[src/rtl/add_serial.sv]
// add_serial -- bit-serial unsigned adder.
//
// Purpose:
//   Adds two WIDTH-bit operands LSB-first, one bit per clock, through a
//   single full-adder cell and a carry flop.  It is the sequential,
//   minimal-logic counterpart of the combinational arithmetic blocks and
//   undoes the subtractor: feeding ((x - y) mod 2^WIDTH, y) returns x.
//
// Ports:
//   clk    in   1      rising-edge clock
//   rst    in   1      synchronous active-high reset; aborts any operation
//   start  in   1      request pulse, only honoured while idle
//   a      in   WIDTH  first operand, captured on an accepted start
//   b      in   WIDTH  second operand, captured on an accepted start
//   busy   out  1      high while bits are being added
//   done   out  1      one-cycle pulse, sum/cout just updated
//   sum    out  WIDTH  (a + b) mod 2^WIDTH, held until the next completion
//   cout   out  1      carry out of the top bit, held with sum
//
// Timing: start sampled at edge k, bits processed at edges k+1 .. k+WIDTH,
// done high in the cycle after edge k+WIDTH, back in idle one edge later.

module add_serial #(
    parameter int WIDTH = 8
) (
    input  logic             clk,
    input  logic             rst,
    input  logic             start,
    input  logic [WIDTH-1:0] a,
    input  logic [WIDTH-1:0] b,
    output logic             busy,
    output logic             done,
    output logic [WIDTH-1:0] sum,
    output logic             cout
);

    localparam int              CW       = (WIDTH > 1) ? $clog2(WIDTH) : 1;
    localparam logic [CW-1:0]   CNT_LAST = CW'(WIDTH - 1);

    typedef enum logic [1:0] {
        ST_IDLE = 2'd0,
        ST_RUN  = 2'd1,
        ST_DONE = 2'd2
    } state_t;

    // Carry of a full adder is the majority of its three inputs.
    function automatic logic maj3(input logic x, input logic y, input logic z);
        return (x & y) | (x & z) | (y & z);
    endfunction

    state_t           state_r;
    state_t           next_state_s;
    logic             accept_s;
    logic             last_bit_s;

    logic [WIDTH-1:0] a_sh_r;
    logic [WIDTH-1:0] b_sh_r;
    logic [WIDTH-1:0] res_r;
    logic [CW-1:0]    cnt_r;
    logic             carry_r;

    logic             sum_bit_s;
    logic             carry_nxt_s;
    logic [WIDTH-1:0] res_nxt_s;

    logic             busy_r;
    logic             done_r;
    logic [WIDTH-1:0] sum_r;
    logic             cout_r;

    // Next-state decode and control strobes for the IDLE/RUN/DONE sequence.
    always_comb begin
        next_state_s = state_r;
        accept_s     = 1'b0;
        last_bit_s   = 1'b0;
        case (state_r)
            ST_IDLE: begin
                if (start) begin
                    next_state_s = ST_RUN;
                    accept_s     = 1'b1;
                end else begin
                    next_state_s = ST_IDLE;
                end
            end
            ST_RUN: begin
                if (cnt_r == CNT_LAST) begin
                    next_state_s = ST_DONE;
                    last_bit_s   = 1'b1;
                end else begin
                    next_state_s = ST_RUN;
                end
            end
            ST_DONE: begin
                next_state_s = ST_IDLE;
            end
            default: begin
                next_state_s = ST_IDLE;
            end
        endcase
    end

    // The single full-adder cell; the new bit enters the result from the top
    // so that after WIDTH shifts bit 0 has arrived at position 0.
    always_comb begin
        sum_bit_s   = a_sh_r[0] ^ b_sh_r[0] ^ carry_r;
        carry_nxt_s = maj3(a_sh_r[0], b_sh_r[0], carry_r);
        res_nxt_s   = {sum_bit_s, res_r[WIDTH-1:1]};
    end

    // State register.
    always_ff @(posedge clk) begin
        if (rst) begin
            state_r <= ST_IDLE;
        end else begin
            state_r <= next_state_s;
        end
    end

    // Operand shift registers, carry flop, bit counter and partial result.
    always_ff @(posedge clk) begin
        if (rst) begin
            a_sh_r  <= {WIDTH{1'b0}};
            b_sh_r  <= {WIDTH{1'b0}};
            res_r   <= {WIDTH{1'b0}};
            cnt_r   <= {CW{1'b0}};
            carry_r <= 1'b0;
        end else if (accept_s) begin
            a_sh_r  <= a;
            b_sh_r  <= b;
            res_r   <= {WIDTH{1'b0}};
            cnt_r   <= {CW{1'b0}};
            carry_r <= 1'b0;
        end else if (state_r == ST_RUN) begin
            a_sh_r  <= {1'b0, a_sh_r[WIDTH-1:1]};
            b_sh_r  <= {1'b0, b_sh_r[WIDTH-1:1]};
            res_r   <= res_nxt_s;
            cnt_r   <= cnt_r + CW'(1);
            carry_r <= carry_nxt_s;
        end else begin
            a_sh_r  <= a_sh_r;
            b_sh_r  <= b_sh_r;
            res_r   <= res_r;
            cnt_r   <= cnt_r;
            carry_r <= carry_r;
        end
    end

    // Registered handshake; derived from the next state so busy and done
    // are mutually exclusive and glitch-free.
    always_ff @(posedge clk) begin
        if (rst) begin
            busy_r <= 1'b0;
            done_r <= 1'b0;
        end else begin
            busy_r <= (next_state_s == ST_RUN);
            done_r <= (next_state_s == ST_DONE);
        end
    end

    // Result outputs only change on the final bit, so partial sums never
    // become visible.
    always_ff @(posedge clk) begin
        if (rst) begin
            sum_r  <= {WIDTH{1'b0}};
            cout_r <= 1'b0;
        end else if (last_bit_s) begin
            sum_r  <= res_nxt_s;
            cout_r <= carry_nxt_s;
        end else begin
            sum_r  <= sum_r;
            cout_r <= cout_r;
        end
    end

    assign busy = busy_r;
    assign done = done_r;
    assign sum  = sum_r;
    assign cout = cout_r;

endmodule

[config.mk]
export PLATFORM = sky130hd
export DESIGN_NAME = add_serial
export DESIGN_NICKNAME = d
export VERILOG_FILES = /design/src/rtl/add_serial.sv
export SDC_FILE = /design/constraint.sdc
export NUM_CORES = 1
export LEC_CHECK = 0
export BUFFER_PORTS_ARGS = -buffer_cell sky130_fd_sc_hd__buf_2
export CAP_MARGIN = 20
export CORE_ASPECT_RATIO = 0.75
export CORE_MARGIN = 2
export CORE_UTILIZATION = 37
export CTS_CLUSTER_SIZE = 40
export DETAILED_ROUTE_END_ITERATION = 16
export GPL_TIMING_DRIVEN = 0
export PLACE_DENSITY = 0.62
export SYNTH_ARGS = -nofsm -noshare
export SYNTH_HDL_FRONTEND = slang
export SYNTH_SLANG_ARGS = --single-unit
[constraint.sdc]
create_clock -name clk -period 1.7 [get_ports clk]
set_input_delay 0.34 -clock clk [delete_from_list [all_inputs] [get_ports clk]]
set_output_delay 0.34 -clock clk [all_outputs]
set_load 0.03 [all_outputs]
== After elaboration in Yosys (flattened, before gate mapping) ==
Cells that the tools add are included.
Operators by class
  add/subtract/negate cells: 1
  reductions and logical operators: 3
  equality and inequality tests: 4
  bitwise gates (word level): 7
  mux-type cells: 11
Operators with widths (count)
  two-way mux 8 bit: 4
  two-way mux 1 bit: 5
  equality test 2 x 1 -> 1 bit, second input constant: 2
  one-hot mux 2 bit (2 select lines): 1
  adder 3 x 1 -> 3 bit, second input constant: 1
  bitwise AND 1 bit: 3
  equality test 3 bit, second input constant: 1
  equality test 2 bit, second input constant: 1
  logical NOT 2 bit: 1
  two-way mux 2 bit: 1
  bitwise OR 1 bit: 2
  nonzero test 2 bit: 1
  OR reduction 2 bit: 1
  bitwise XOR 1 bit: 2
Storage, ports and cells
  output and inout port bits: 11
  bits of input ports: 19
  word-level logic and storage cells: 36
  register bits: 41

== Depth between registers and ports, before layout ==
Gate-level depths: netlist of run 1.
  word-level depth: 4
  depth in mapped cells: 6
  gate-level depth less buffers: 5

== Worst setup path after synthesis of run 1 ==
No wires, ideal clock.
  path type: flip-flop to flip-flop
  start point: register cnt_r[0]
  end point: register sum_r[0], in the netlist sum[0]
  arrival time: 1231 ps
  data required time: 1629 ps
  clock period less this slack: 1302 ps
  setup slack: 398 ps
  stages on the path, launching flop included: 7
  path buffers: 1
  cell sequence: dfxtp_1 > ha_1 > ha_1 > nand3b_1 > clkbuf_1 > nand2_1 > a21oi_1
On the way
  longest elaborated chain between the ends: 3
RTL lines
  start: declaration: RTL line 59  | logic [CW-1:0] cnt_r;
  start signal: assignment: RTL line 125  | cnt_r <= {CW{1'b0}};
  start signal: assignment: RTL line 131  | cnt_r <= {CW{1'b0}};
  start signal: assignment: RTL line 137  | cnt_r <= cnt_r + CW'(1);
  equality test 3 bit: RTL line 86  | if (cnt_r == CNT_LAST) begin
  two-way mux 1 bit: RTL line 86
  two-way mux 1 bit: RTL line 76  | case (state_r)
  end signal: assignment: RTL line 164  | sum_r <= {WIDTH{1'b0}};
  end signal: assignment: RTL line 167  | sum_r <= res_nxt_s;
  end signal: assignment: RTL line 170  | sum_r <= sum_r;
  end: declaration: RTL line 68  | logic [WIDTH-1:0] sum_r;
No other way between the ends.
A chain may end at the register's enable or synchronous reset.

== Worst setup path in the final report of run 1 ==
  start point: register cnt_r[0]
  end point: register sum_r[7], in the netlist sum[7]
Same word-level chain as after synthesis.

==> results of run 1 <==
## metal layers
metal / track usage [%] / share of wire [%] / vias to the layer above
met3: 4.545 / 4.3 / 7
met1: 21.02 / 53 / 642
met2: 23.81 / 40 / 35
li1: - / - / 725
met5: 0 / 0 / -
met4: 10.17 / 2.6 / 0
## cell usage in the layout, fill, tap and decap left out, types with 2 or more instances in the layout
cell and count:
sky130_fd_sc_hd__nand2_1 44, sky130_fd_sc_hd__a211oi_1 11, sky130_fd_sc_hd__buf_4 3, sky130_fd_sc_hd__buf_6 3
sky130_fd_sc_hd__nor3_1 2, sky130_fd_sc_hd__a21oi_1 34, sky130_fd_sc_hd__nor2_2 2, sky130_fd_sc_hd__buf_2 34
sky130_fd_sc_hd__ha_1 2, sky130_fd_sc_hd__dfxtp_1 40, sky130_fd_sc_hd__nor2_1 17, sky130_fd_sc_hd__nand2b_1 4
sky130_fd_sc_hd__clkbuf_1 6, sky130_fd_sc_hd__nand3_1 11, sky130_fd_sc_hd__or3b_2 2, sky130_fd_sc_hd__clkbuf_8 5
## sequential cells by signal, summed over array words and instances (netlist names)
signal   flops
b_sh_r       8
busy         1
res_r        7
cout         1
state_r      2
sum          8
cnt_r        3
done         1
a_sh_r       8
carry_r      1
## worst paths after layout
| check | start | depth (start not counted) | end |
|---|---|---|---|
| hold reg to reg | sum[5] | 2 | sum[5] |
| hold / removal | a[7] | 3 | a_sh_r[7] |
| setup reg to reg | cnt_r[0] | 6 | sum[7] |
| setup / recovery | cnt_r[0] | 6 | sum[7] |
## stage by stage
stage          util (%)  hold WS, ps  power (mW)
6_report          47.11        269.3       2.006
5_1_grt           47.11        283.7       2.097
2_1_floorplan         -        435.8       1.183
4_1_cts           47.11        264.1       2.020
3_3_place_gp      44.52        442.9       1.248
3_5_place_dp      44.52        446.0       1.249
## where the power goes
part	internal (mW)	total [mW]	switching, mW	leakage (nW)
sequential	0.978	0.999	0.0210	0.327
clock	0.436	0.779	0.344	0.0552
combinational	0.0981	0.228	0.130	0.385
total	1.51	2.01	0.494	0.766
## tightest hold or removal path, delay by kind of cell
kind	cells	cell delay, ps
buf+inv	1	90
compound gates	1	50
simple gates	1	40
## cells in the mapped netlist (all sizes together)
master / instances
a211oi: 11
nor3: 2
nor2: 19
fa: 1
buf: 12
nor2b: 1
nand2: 44
dfxtp: 40
or3b: 3
a311oi: 1
nand2b: 4
nand3: 11
clkbuf: 5
xnor2: 1
nand3b: 1
o21ba: 1
nor3b: 1
o21a: 1
a21oi: 34
ha: 2
## kinds of logic after synthesis
kind of cell / after synthesis / share of synthesized area (%)
compound gates: 48 / 17.90
xor+xnor: 1 / 0.5357
fa+ha+maj: 3 / 2.754
buf+inv: 17 / 6.350
flops: 40 / 48.97
simple gates: 86 / 23.49
## cell type report
cell class                 count  area (um^2)  area share (%)
buffer                        17        103.9           5.307
clock buffer                   6        72.57           3.708
clock inverter                 2        35.03           1.790
multi-input combinational    138        730.7           37.34
sequential                    40        800.8           40.92
tap                           55        68.82           3.517
timing repair buffer          29        145.1           7.417
==> impl_results.html, run 1 <==
<table>
<tr><th>Metric</th><th>Value</th></tr>
<tr><th colspan="2">CTS</th></tr>
<tr><td>Maximum number of buffers from clock root to sink</td><td>2</td></tr>
<tr><td>Buffer count from post-CTS setup fixing</td><td>0</td></tr>
<tr><td>Clock slew seen by the registers of the worst setup and hold paths</td><td>80 ps</td></tr>
<tr><td>Number of instances resized during post-cts repair</td><td>0</td></tr>
<tr><td>Clock tree from TritonCTS</td><td>built</td></tr>
<tr><td>CTS H-tree lvls</td><td>2</td></tr>
<tr><td>Cts bufs inserted</td><td>5</td></tr>
<tr><td>Clock insertion delay at the later pin of the skew report</td><td>300 ps</td></tr>
<tr><td>Root buffer selected by CTS</td><td>sky130_fd_sc_hd__clkbuf_8</td></tr>
<tr><td>Hold_buf cts</td><td>0</td></tr>
<tr><td>Number of clock sinks seen by CTS</td><td>40</td></tr>
<tr><th colspan="2">Global route</th></tr>
<tr><td>Antenna violations before repair</td><td>0</td></tr>
<tr><td>Remaining global-route overflow</td><td>0</td></tr>
<tr><td>Via count of the first global-routing pass</td><td>1304</td></tr>
<tr><td>GR Util All Layers</td><td>16.11%</td></tr>
<tr><td>Largest net degree at the start of global routing</td><td>13</td></tr>
<tr><td>Global-route wire length before repair</td><td>5851 um</td></tr>
<tr><th colspan="2">Logic synthesis</th></tr>
<tr><td>Net count after synthesis</td><td>217</td></tr>
<tr><td>Post-Syn Instances</td><td>195</td></tr>
<tr><td>Average cell area after synthesis</td><td>8.386 um^2</td></tr>
<tr><td>Sequential element share of the synthesized area</td><td>48.97%</td></tr>
<tr><td>Largest area contributor in the netlist</td><td>sky130_fd_sc_hd__dfxtp_1</td></tr>
<tr><td>Synth warnings</td><td>0</td></tr>
<tr><td>Area share of the largest cell type after synthesis</td><td>48.97%</td></tr>
<tr><td>Synth area leaders</td><td>sky130_fd_sc_hd__dfxtp_1, sky130_fd_sc_hd__a21oi_1, sky130_fd_sc_hd__nand2_1</td></tr>
<tr><td>Netlist area before placement</td><td>0.001635 mm^2</td></tr>
<tr><td>Count of distinct cell types in the synthesized netlist</td><td>25</td></tr>
<tr><td>Flop and latch count out of synthesis</td><td>40</td></tr>
<tr><th colspan="2">Setup path</th></tr>
<tr><td>Crit Path Category</td><td>flop to flop</td></tr>
<tr><td>Family with the most delay on the worst path</td><td>adder cells</td></tr>
<tr><td>Element type at the critical path end</td><td>flop</td></tr>
<tr><td>Slack of the worst reg-to-reg path</td><td>160 ps</td></tr>
<tr><td>Critical path buffer and inverter count</td><td>1</td></tr>
<tr><td>Crit path largest cell delay</td><td>370 ps</td></tr>
<tr><td>Arrival time reported for the critical path endpoint</td><td>1770 ps</td></tr>
<tr><td>Top cell by count, worst path</td><td>sky130_fd_sc_hd__ha_1</td></tr>
<tr><td>Series of cell instances along the critical path</td><td>ha_1, ha_1, nand3b_1, clkbuf_1, nand2_1, a21oi_1</td></tr>
<tr><td>Startpoint types</td><td>flop</td></tr>
<tr><td>Required time of the critical path</td><td>1930 ps</td></tr>
<tr><td>Slowest cell on the critical path</td><td>sky130_fd_sc_hd__clkbuf_1</td></tr>
<tr><td>Maximum fanout encountered on the critical timing path</td><td>10</td></tr>
<tr><th colspan="2">Hold path</th></tr>
<tr><td>Class of the worst hold path</td><td>input pin to flop</td></tr>
<tr><th colspan="2">Floorplan</th></tr>
<tr><td>Die Area</td><td>0.004973 mm^2</td></tr>
<tr><td>Initial core utilization</td><td>39.37%</td></tr>
<tr><td>Y dimension of the die</td><td>61.58 um</td></tr>
<tr><td>Number of I/O pins</td><td>30</td></tr>
<tr><td>Std cell rows</td><td>20</td></tr>
<tr><td>Core outline area</td><td>0.004154 mm^2</td></tr>
<tr><td>Die X-Extent</td><td>80.77 um</td></tr>
<tr><th colspan="2">Route</th></tr>
<tr><td>Post-detailed-route wirelength per cell</td><td>12.38 um</td></tr>
<tr><td>TritonRoute pass-1 iters</td><td>4</td></tr>
<tr><td>Violation count after the first detailed-routing iteration</td><td>46</td></tr>
<tr><td>Sum of routed wire length over all layers</td><td>3554 um</td></tr>
<tr><td>Number of DRC violations after detailed routing</td><td>0</td></tr>
<tr><td>Overall via count from detail_route</td><td>1409</td></tr>
<tr><td>Number of vias per cell after detailed routing</td><td>4.909</td></tr>
<tr><td>Post-detailed-route count of antenna-violating nets</td><td>0</td></tr>
<tr><th colspan="2">STA</th></tr>
<tr><td>Period utilization</td><td>90.38%</td></tr>
<tr><td>Measured slew at the worst slew-check pin</td><td>618.5 ps</td></tr>
<tr><td>Unrepaired setup endpoints after global routing</td><td>no</td></tr>
<tr><td>Maximum clock frequency</td><td>650.8 MHz</td></tr>
<tr><td>Summed negative setup slack over all endpoints</td><td>0 ps</td></tr>
<tr><td>Count of final setup violators</td><td>0</td></tr>
<tr><td>Worst clock skew</td><td>5.624 ps</td></tr>
<tr><td>Worst setup slack after layout</td><td>163.5 ps</td></tr>
<tr><td>Final slew viol count</td><td>0</td></tr>
<tr><td>Tightest slew margin relative to the limit</td><td>58.77%</td></tr>
<tr><td>Time the worst path needs with I/O delays and setup</td><td>1536 ps</td></tr>
<tr><td>Final count of hold timing violations</td><td>0</td></tr>
<tr><th colspan="2">Pwr</th></tr>
<tr><td>Worst voltage drop across the vdd grid</td><td>0.3954 mV</td></tr>
<tr><td>Total power density per cell area</td><td>1025 mW/mm^2</td></tr>
<tr><td>Leakage power of the design</td><td>0.7662 nW</td></tr>
<tr><th colspan="2">Layout</th></tr>
<tr><td>Layout net count</td><td>253</td></tr>
<tr><td>Number of filler instances in the final layout</td><td>452</td></tr>
<tr><td>Fraction of layout instances using a drive strength above 1</td><td>23.71%</td></tr>
<tr><td>Area growth syn-to-layout</td><td>19.66%</td></tr>
<tr><td>Total non-filler cell area in the finished layout</td><td>0.001957 mm^2</td></tr>
<tr><td>Finished Layout Cells</td><td>287</td></tr>
<tr><td>Number of diodes added for antenna fixing</td><td>0</td></tr>
<tr><th colspan="2">Placed design</th></tr>
<tr><td>Routability congestion estimate from global placement</td><td>0.7311</td></tr>
<tr><td>Total half-perimeter wirelength after legalization and detailed placement</td><td>2439 um</td></tr>
<tr><td>DP Cell Count</td><td>279</td></tr>
<tr><td>Cell area reported after detailed placement</td><td>0.001849 mm^2</td></tr>
<tr><td>Post-place setup slack</td><td>110.5 ps</td></tr>
<tr><td>Buffers added on ports</td><td>29</td></tr>
<tr><th colspan="2">Flow run</th></tr>
<tr><td>Reported max-cap violation count</td><td>0</td></tr>
<tr><th colspan="2">Run status</th></tr>
<tr><td>Run status</td><td>complete, no violations</td></tr>
</table>
Power figures use the tool's default switching activity.
==> inputs of run 2 (changes only) <==
--- a/config.mk
+++ b/config.mk
@@ -8,7 +8,6 @@
 export BUFFER_PORTS_ARGS = -buffer_cell sky130_fd_sc_hd__buf_2
 export CAP_MARGIN = 20
 export CORE_ASPECT_RATIO = 0.75
-export CORE_MARGIN = 2
 export CORE_UTILIZATION = 37
 export CTS_CLUSTER_SIZE = 40
 export DETAILED_ROUTE_END_ITERATION = 16
==> impl_results.html, run 2 (same netlist as run 1, synthesis figures left out) <==
<table>
<tr><th>Metric</th><th>Value</th></tr>
<tr><th colspan="2">Floorplan</th></tr>
<tr><td>Y dimension of the die</td><td>59.58 um</td></tr>
<tr><td>Die X-Extent</td><td>78.77 um</td></tr>
<tr><td>Die Area</td><td>0.004692 mm^2</td></tr>
<tr><td>Number of I/O pins</td><td>30</td></tr>
<tr><td>Initial core utilization</td><td>39.37%</td></tr>
<tr><td>Std cell rows</td><td>20</td></tr>
<tr><td>Core outline area</td><td>0.004154 mm^2</td></tr>
<tr><th colspan="2">Placed design</th></tr>
<tr><td>Cell area reported after detailed placement</td><td>0.001849 mm^2</td></tr>
<tr><td>Total half-perimeter wirelength after legalization and detailed placement</td><td>2404 um</td></tr>
<tr><td>Post-place setup slack</td><td>107.1 ps</td></tr>
<tr><td>Routability congestion estimate from global placement</td><td>0.7343</td></tr>
<tr><td>Buffers added on ports</td><td>29</td></tr>
<tr><th colspan="2">Route</th></tr>
<tr><td>Post-detailed-route wirelength per cell</td><td>11.73 um</td></tr>
<tr><td>Post-detailed-route count of antenna-violating nets</td><td>0</td></tr>
<tr><td>TritonRoute pass-1 iters</td><td>4</td></tr>
<tr><td>Sum of routed wire length over all layers</td><td>3356 um</td></tr>
<tr><td>Violation count after the first detailed-routing iteration</td><td>55</td></tr>
<tr><td>DR WL met2</td><td>1334 um</td></tr>
<tr><td>Detail Route met3 WL</td><td>163 um</td></tr>
<tr><td>Overall via count from detail_route</td><td>1375</td></tr>
<tr><td>Number of DRC violations after detailed routing</td><td>0</td></tr>
<tr><td>Sum of routed wire segments on met1</td><td>1791 um</td></tr>
<tr><td>Highest signal layer in the routed design</td><td>met4</td></tr>
<tr><td>Number of vias per cell after detailed routing</td><td>4.808</td></tr>
<tr><th colspan="2">CTS</th></tr>
<tr><td>Clock insertion delay at the later pin of the skew report</td><td>290 ps</td></tr>
<tr><td>CTS H-tree lvls</td><td>2</td></tr>
<tr><td>Clock tree from TritonCTS</td><td>built</td></tr>
<tr><td>Number of clock sinks seen by CTS</td><td>40</td></tr>
<tr><td>Maximum number of buffers from clock root to sink</td><td>2</td></tr>
<tr><td>Root buffer selected by CTS</td><td>sky130_fd_sc_hd__clkbuf_8</td></tr>
<tr><td>Cts bufs inserted</td><td>5</td></tr>
<tr><td>Clock slew seen by the registers of the worst setup and hold paths</td><td>70 ps</td></tr>
<tr><td>Hold_buf cts</td><td>0</td></tr>
<tr><th colspan="2">Setup path</th></tr>
<tr><td>Worst-case reg-to-reg path depth</td><td>5</td></tr>
<tr><td>Top cell by count, worst path</td><td>sky130_fd_sc_hd__ha_1</td></tr>
<tr><td>Family with the most delay on the worst path</td><td>buffers and inverters</td></tr>
<tr><td>Slack of the worst reg-to-reg path</td><td>240 ps</td></tr>
<tr><td>Endpoint of the worst-slack reg-to-reg timing path</td><td>busy</td></tr>
<tr><td>Critical path buffer and inverter count</td><td>1</td></tr>
<tr><td>Startpoint types</td><td>flop</td></tr>
<tr><td>Series of cell instances along the critical path</td><td>ha_1, ha_1, clkbuf_1, o21a_4, nor2_2</td></tr>
<tr><td>Element type at the critical path end</td><td>flop</td></tr>
<tr><td>Slowest cell on the critical path</td><td>sky130_fd_sc_hd__clkbuf_1</td></tr>
<tr><td>Required time of the critical path</td><td>1860 ps</td></tr>
<tr><td>R2r startpoint</td><td>cnt_r[0]</td></tr>
<tr><td>Crit Path Category</td><td>flop to flop</td></tr>
<tr><td>Number of cells on the critical path</td><td>5</td></tr>
<tr><td>Arrival time reported for the critical path endpoint</td><td>1620 ps</td></tr>
<tr><td>Maximum fanout encountered on the critical timing path</td><td>10</td></tr>
<tr><td>Crit path largest cell delay</td><td>410 ps</td></tr>
<tr><th colspan="2">STA</th></tr>
<tr><td>Time the worst path needs with I/O delays and setup</td><td>1459 ps</td></tr>
<tr><td>Maximum clock frequency</td><td>685.4 MHz</td></tr>
<tr><td>Measured slew at the worst slew-check pin</td><td>569.7 ps</td></tr>
<tr><td>Final count of hold timing violations</td><td>0</td></tr>
<tr><td>Period utilization</td><td>85.83%</td></tr>
<tr><td>Count of final setup violators</td><td>0</td></tr>
<tr><td>Unrepaired setup endpoints after global routing</td><td>no</td></tr>
<tr><td>Worst setup slack after layout</td><td>240.9 ps</td></tr>
<tr><td>Summed negative setup slack over all endpoints</td><td>0 ps</td></tr>
<tr><td>Worst clock skew</td><td>5.302 ps</td></tr>
<tr><td>Tightest slew margin relative to the limit</td><td>62.02%</td></tr>
<tr><td>Final slew viol count</td><td>0</td></tr>
<tr><th colspan="2">Global route</th></tr>
<tr><td>Largest net degree at the start of global routing</td><td>12</td></tr>
<tr><td>Global-route wire length before repair</td><td>5623 um</td></tr>
<tr><td>Via count of the first global-routing pass</td><td>1210</td></tr>
<tr><td>Antenna violations before repair</td><td>0</td></tr>
<tr><td>Remaining global-route overflow</td><td>0</td></tr>
<tr><td>GR Util All Layers</td><td>16.24%</td></tr>
<tr><th colspan="2">Hold path</th></tr>
<tr><td>Class of the worst hold path</td><td>input pin to flop</td></tr>
<tr><td>Source of the worst hold timing path</td><td>a[7]</td></tr>
<tr><td>Endpoint of the worst hold path</td><td>a_sh_r[7]</td></tr>
<tr><td>Hold Path Stages</td><td>3</td></tr>
<tr><th colspan="2">Layout</th></tr>
<tr><td>Sequential cell area</td><td>800.8 um^2</td></tr>
<tr><td>Area of combinational cells with multiple inputs</td><td>730.7 um^2</td></tr>
<tr><td>Number of filler instances in the final layout</td><td>447</td></tr>
<tr><td>Commonest non-fill, non-tap cell in the layout</td><td>sky130_fd_sc_hd__nand2_1</td></tr>
<tr><td>Total non-filler cell area in the finished layout</td><td>0.001936 mm^2</td></tr>
<tr><td>Commonest cells after routing, fill and taps aside</td><td>sky130_fd_sc_hd__nand2_1, sky130_fd_sc_hd__dfxtp_1, sky130_fd_sc_hd__buf_2, sky130_fd_sc_hd__a21oi_1, sky130_fd_sc_hd__nor2_1</td></tr>
<tr><td>Fraction of layout instances using a drive strength above 1</td><td>23.38%</td></tr>
<tr><td>Number of diodes added for antenna fixing</td><td>0</td></tr>
<tr><td>Area growth syn-to-layout</td><td>18.36%</td></tr>
<tr><td>Layout net count</td><td>252</td></tr>
<tr><th colspan="2">Run status</th></tr>
<tr><td>Run status</td><td>complete, no violations</td></tr>
<tr><th colspan="2">Flow run</th></tr>
<tr><td>Reported max-cap violation count</td><td>0</td></tr>
<tr><th colspan="2">Pwr</th></tr>
<tr><td>Total power density per cell area</td><td>962.8 mW/mm^2</td></tr>
<tr><td>Leakage power of the design</td><td>0.7554 nW</td></tr>
<tr><td>Worst voltage drop across the vdd grid</td><td>0.4517 mV</td></tr>
</table>
==> run 2: area by class of cell <==
class	instances	share of cell area (%)
Buffer	16	5.171
Clock buffer	8	4.654
Multi-Input combinational cell	138	37.75
Sequential cell	40	41.37
Tap cell	55	3.555
Timing Repair Buffer	29	7.498
==> run 2: worst max path at each step <==
stage | slack [ps] | to | start
floorplan | 400 | sum[0] | cnt_r[0]
global placement | 120 | busy | rst
detailed placement | 110 | busy | rst
CTS | 130 | sum[1] | cnt_r[0]
global route | 80 | sum[4] | cnt_r[0]
finish | 240 | busy | cnt_r[0]
==> run 2: through the flow <==
stage / total power [mW] / std cells / util (%) / hold WS (ps)
floorplan: 1.183 / 195 / - / 435.8
global placement: 1.247 / 279 / 44.52 / 442.5
detailed placement: 1.248 / 279 / 44.52 / 447.8
CTS: 1.878 / 287 / 46.69 / 278.8
global route: 1.961 / 286 / 46.60 / 274.3
finish: 1.864 / 286 / 46.60 / 288.3
==> run 2: repair_timing <==
item / 4_1_cts / 5_1_grt
gates resized for setup: 0 / 0
setup buffers: 0 / 0
endpoints found under the hold margin: 0 / 0
endpoints found under the setup margin: 0 / 1
==> run 2: worst register-to-register path: stages (launching register included) <==
cell and delay, ps:
sky130_fd_sc_hd__dfxtp_1 350, sky130_fd_sc_hd__ha_1 160, sky130_fd_sc_hd__ha_1 150, sky130_fd_sc_hd__clkbuf_1 410, sky130_fd_sc_hd__o21a_4 230, sky130_fd_sc_hd__nor2_2 40
==> run 2: power by group <==
| group | internal, mW | switching (mW) |
|---|---|---|
| clock network | 0.331 | 0.307 |
| registers | 0.978 | 0.0209 |
| logic | 0.0979 | 0.129 |
==> run 2: routing by layer <==
metal  GRT usage [%]  up-vias
met5               0        -
met4           9.788        0
met3           4.154        7
met2           21.86       31
met1           23.06      612
li1                -      725
==> inputs of run 3 (changes only) <==
--- a/config.mk
+++ b/config.mk
@@ -9,6 +9,7 @@
 export CAP_MARGIN = 20
 export CORE_ASPECT_RATIO = 0.75
 export CORE_UTILIZATION = 37
+export CTS_BUF_LIST = sky130_fd_sc_hd__clkbuf_4
 export CTS_CLUSTER_SIZE = 40
 export DETAILED_ROUTE_END_ITERATION = 16
 export GPL_TIMING_DRIVEN = 0
==> impl_results.html, run 3 (same netlist as run 1, synthesis figures left out) <==
<table>
<tr><th>Metric</th><th>Value</th></tr>
<tr><th colspan="2">Route</th></tr>
<tr><td>Overall via count from detail_route</td><td>1364</td></tr>
<tr><td>Sum of routed wire length over all layers</td><td>3376 um</td></tr>
<tr><td>Number of DRC violations after detailed routing</td><td>0</td></tr>
<tr><td>Number of vias per cell after detailed routing</td><td>4.769</td></tr>
<tr><td>TritonRoute pass-1 iters</td><td>4</td></tr>
<tr><td>Violation count after the first detailed-routing iteration</td><td>66</td></tr>
<tr><td>Post-detailed-route count of antenna-violating nets</td><td>0</td></tr>
<tr><td>Post-detailed-route wirelength per cell</td><td>11.80 um</td></tr>
<tr><th colspan="2">Setup path</th></tr>
<tr><td>CP startpoint</td><td>cnt_r[0]</td></tr>
<tr><td>Crit Path Category</td><td>flop to flop</td></tr>
<tr><td>Element type at the critical path end</td><td>flop</td></tr>
<tr><td>Arrival time reported for the critical path endpoint</td><td>1680 ps</td></tr>
<tr><td>R2r startpoint</td><td>cnt_r[0]</td></tr>
<tr><td>Required time of the critical path</td><td>1920 ps</td></tr>
<tr><td>Worst-case reg-to-reg path depth</td><td>5</td></tr>
<tr><td>Maximum fanout encountered on the critical timing path</td><td>10</td></tr>
<tr><td>Startpoint types</td><td>flop</td></tr>
<tr><td>Slack of the worst reg-to-reg path</td><td>240 ps</td></tr>
<tr><td>Endpoint of the worst-slack reg-to-reg timing path</td><td>busy</td></tr>
<tr><th colspan="2">Floorplan</th></tr>
<tr><td>Core outline area</td><td>0.004154 mm^2</td></tr>
<tr><td>Std cell rows</td><td>20</td></tr>
<tr><td>Die Area</td><td>0.004692 mm^2</td></tr>
<tr><td>Initial core utilization</td><td>39.37%</td></tr>
<tr><td>Y dimension of the die</td><td>59.58 um</td></tr>
<tr><td>Number of I/O pins</td><td>30</td></tr>
<tr><td>Die X-Extent</td><td>78.77 um</td></tr>
<tr><th colspan="2">STA</th></tr>
<tr><td>Final slew viol count</td><td>0</td></tr>
<tr><td>Tightest slew margin relative to the limit</td><td>62.19%</td></tr>
<tr><td>Time the worst path needs with I/O delays and setup</td><td>1459 ps</td></tr>
<tr><td>Worst setup slack after layout</td><td>241.3 ps</td></tr>
<tr><td>Worst clock skew</td><td>14.66 ps</td></tr>
<tr><td>Measured slew at the worst slew-check pin</td><td>567.2 ps</td></tr>
<tr><td>Final count of hold timing violations</td><td>0</td></tr>
<tr><td>Maximum clock frequency</td><td>685.5 MHz</td></tr>
<tr><td>Period utilization</td><td>85.81%</td></tr>
<tr><td>Unrepaired setup endpoints after global routing</td><td>no</td></tr>
<tr><td>Count of final setup violators</td><td>0</td></tr>
<tr><td>Summed negative setup slack over all endpoints</td><td>0 ps</td></tr>
<tr><th colspan="2">Placed design</th></tr>
<tr><td>DP Cell Count</td><td>279</td></tr>
<tr><td>Post-place setup slack</td><td>107.1 ps</td></tr>
<tr><td>Total half-perimeter wirelength after legalization and detailed placement</td><td>2404 um</td></tr>
<tr><td>Routability congestion estimate from global placement</td><td>0.7343</td></tr>
<tr><td>Buffers added on ports</td><td>29</td></tr>
<tr><th colspan="2">CTS</th></tr>
<tr><td>Buffer count from post-CTS setup fixing</td><td>0</td></tr>
<tr><td>Number of clock sinks seen by CTS</td><td>40</td></tr>
<tr><td>Clock tree from TritonCTS</td><td>built</td></tr>
<tr><td>Cts bufs inserted</td><td>5</td></tr>
<tr><td>Clock slew seen by the registers of the worst setup and hold paths</td><td>120 ps</td></tr>
<tr><td>Root buffer selected by CTS</td><td>sky130_fd_sc_hd__clkbuf_4</td></tr>
<tr><td>CTS H-tree lvls</td><td>2</td></tr>
<tr><td>Hold_buf cts</td><td>0</td></tr>
<tr><td>Clock insertion delay at the later pin of the skew report</td><td>340 ps</td></tr>
<tr><td>Number of instances resized during post-cts repair</td><td>0</td></tr>
<tr><td>Maximum number of buffers from clock root to sink</td><td>2</td></tr>
<tr><th colspan="2">Pwr</th></tr>
<tr><td>Flop pwr share</td><td>58.3%</td></tr>
<tr><td>Power share of the clock group</td><td>28.3%</td></tr>
<tr><td>Leakage power of the design</td><td>0.7436 nW</td></tr>
<tr><td>Proportion of power drawn by combinational gates</td><td>13.3%</td></tr>
<tr><td>Worst voltage drop across the vdd grid</td><td>0.3105 mV</td></tr>
<tr><td>Total power density per cell area</td><td>900.4 mW/mm^2</td></tr>
<tr><td>Net switching fraction of the power</td><td>25.99%</td></tr>
<tr><td>PnR Total Power</td><td>1.712 mW</td></tr>
<tr><td>Cell internal power dissipation</td><td>1.267 mW</td></tr>
<tr><td>Sw Pwr</td><td>445.1 uW</td></tr>
<tr><th colspan="2">Global route</th></tr>
<tr><td>Remaining global-route overflow</td><td>0</td></tr>
<tr><td>Via count of the first global-routing pass</td><td>1213</td></tr>
<tr><td>Antenna violations before repair</td><td>0</td></tr>
<tr><td>Largest net degree at the start of global routing</td><td>12</td></tr>
<tr><td>Global-route wire length before repair</td><td>5692 um</td></tr>
<tr><td>GR Util All Layers</td><td>16.24%</td></tr>
<tr><th colspan="2">Layout</th></tr>
<tr><td>Number of diodes added for antenna fixing</td><td>0</td></tr>
<tr><td>Area growth syn-to-layout</td><td>16.30%</td></tr>
<tr><td>Commonest cells after routing, fill and taps aside</td><td>sky130_fd_sc_hd__nand2_1, sky130_fd_sc_hd__dfxtp_1, sky130_fd_sc_hd__buf_2, sky130_fd_sc_hd__a21oi_1, sky130_fd_sc_hd__nor2_1</td></tr>
<tr><td>Layout net count</td><td>252</td></tr>
<tr><td>Finished Layout Cells</td><td>286</td></tr>
<tr><td>Fraction of layout instances using a drive strength above 1</td><td>23.81%</td></tr>
<tr><td>Commonest non-fill, non-tap cell in the layout</td><td>sky130_fd_sc_hd__nand2_1</td></tr>
<tr><th colspan="2">Hold path</th></tr>
<tr><td>Source of the worst hold timing path</td><td>a[7]</td></tr>
<tr><td>Endpoint of the worst hold path</td><td>a_sh_r[7]</td></tr>
<tr><td>Class of the worst hold path</td><td>input pin to flop</td></tr>
<tr><td>Hold Path Stages</td><td>3</td></tr>
<tr><th colspan="2">Flow run</th></tr>
<tr><td>Reported max-cap violation count</td><td>0</td></tr>
<tr><th colspan="2">Run status</th></tr>
<tr><td>Run status</td><td>complete, no violations</td></tr>
</table>
==> run 3: worst max path at each step <==
stage,to,slack (ps)
2_1_floorplan,sum[0],400
3_3_place_gp,busy,120
3_5_place_dp,busy,110
4_1_cts,sum[1],120
5_1_grt,sum[4],80
6_report,busy,240
==> run 3: routing by layer <==
layer | part of all wire [%] | wire, um | global-route usage, %
met5 | 0 | 0 | 0
met1 | 55 | 1864 | 23.53
met2 | 38 | 1295 | 21.99
met3 | 4.9 | 165 | 5.077
met4 | 1.5 | 51 | 6.614
==> run 3: critical path: stages (launching register included) <==
cell                       delay (ps)
sky130_fd_sc_hd__dfxtp_1          360
sky130_fd_sc_hd__ha_1             170
sky130_fd_sc_hd__ha_1             160
sky130_fd_sc_hd__clkbuf_1         410
sky130_fd_sc_hd__o21a_4           220
sky130_fd_sc_hd__nor2_2            40
==> run 3: cell type report <==
type	count	area, um^2
Clock buffer	7	52.55
Sequential cell	40	800.8
Tap cell	55	68.82
Timing Repair Buffer	29	145.1
Clock inverter	1	3.754
Fill cell	455	2252
Buffer	16	100.1
Multi-Input combinational cell	138	730.7
==> run 3: through the flow <==
step	instance area (um^2)	util, %	hold slack [ps]
6_report	1902	45.78	225.2
5_1_grt	1902	45.78	202.6
4_1_cts	1906	45.87	212.1
3_5_place_dp	1849	44.52	447.8
3_3_place_gp	1849	44.52	442.5
2_1_floorplan	1635	-	435.8
==> run 3: power by group through the flow <==
stage	registers, mW	clock network, mW	logic, mW
final	0.999	0.485	0.228
after global routing	1.01	0.547	0.256
after CTS	0.999	0.496	0.229
after detailed placement	1.02	0	0.228
after global placement	1.02	0	0.227
after floorplan	1.02	0	0.162
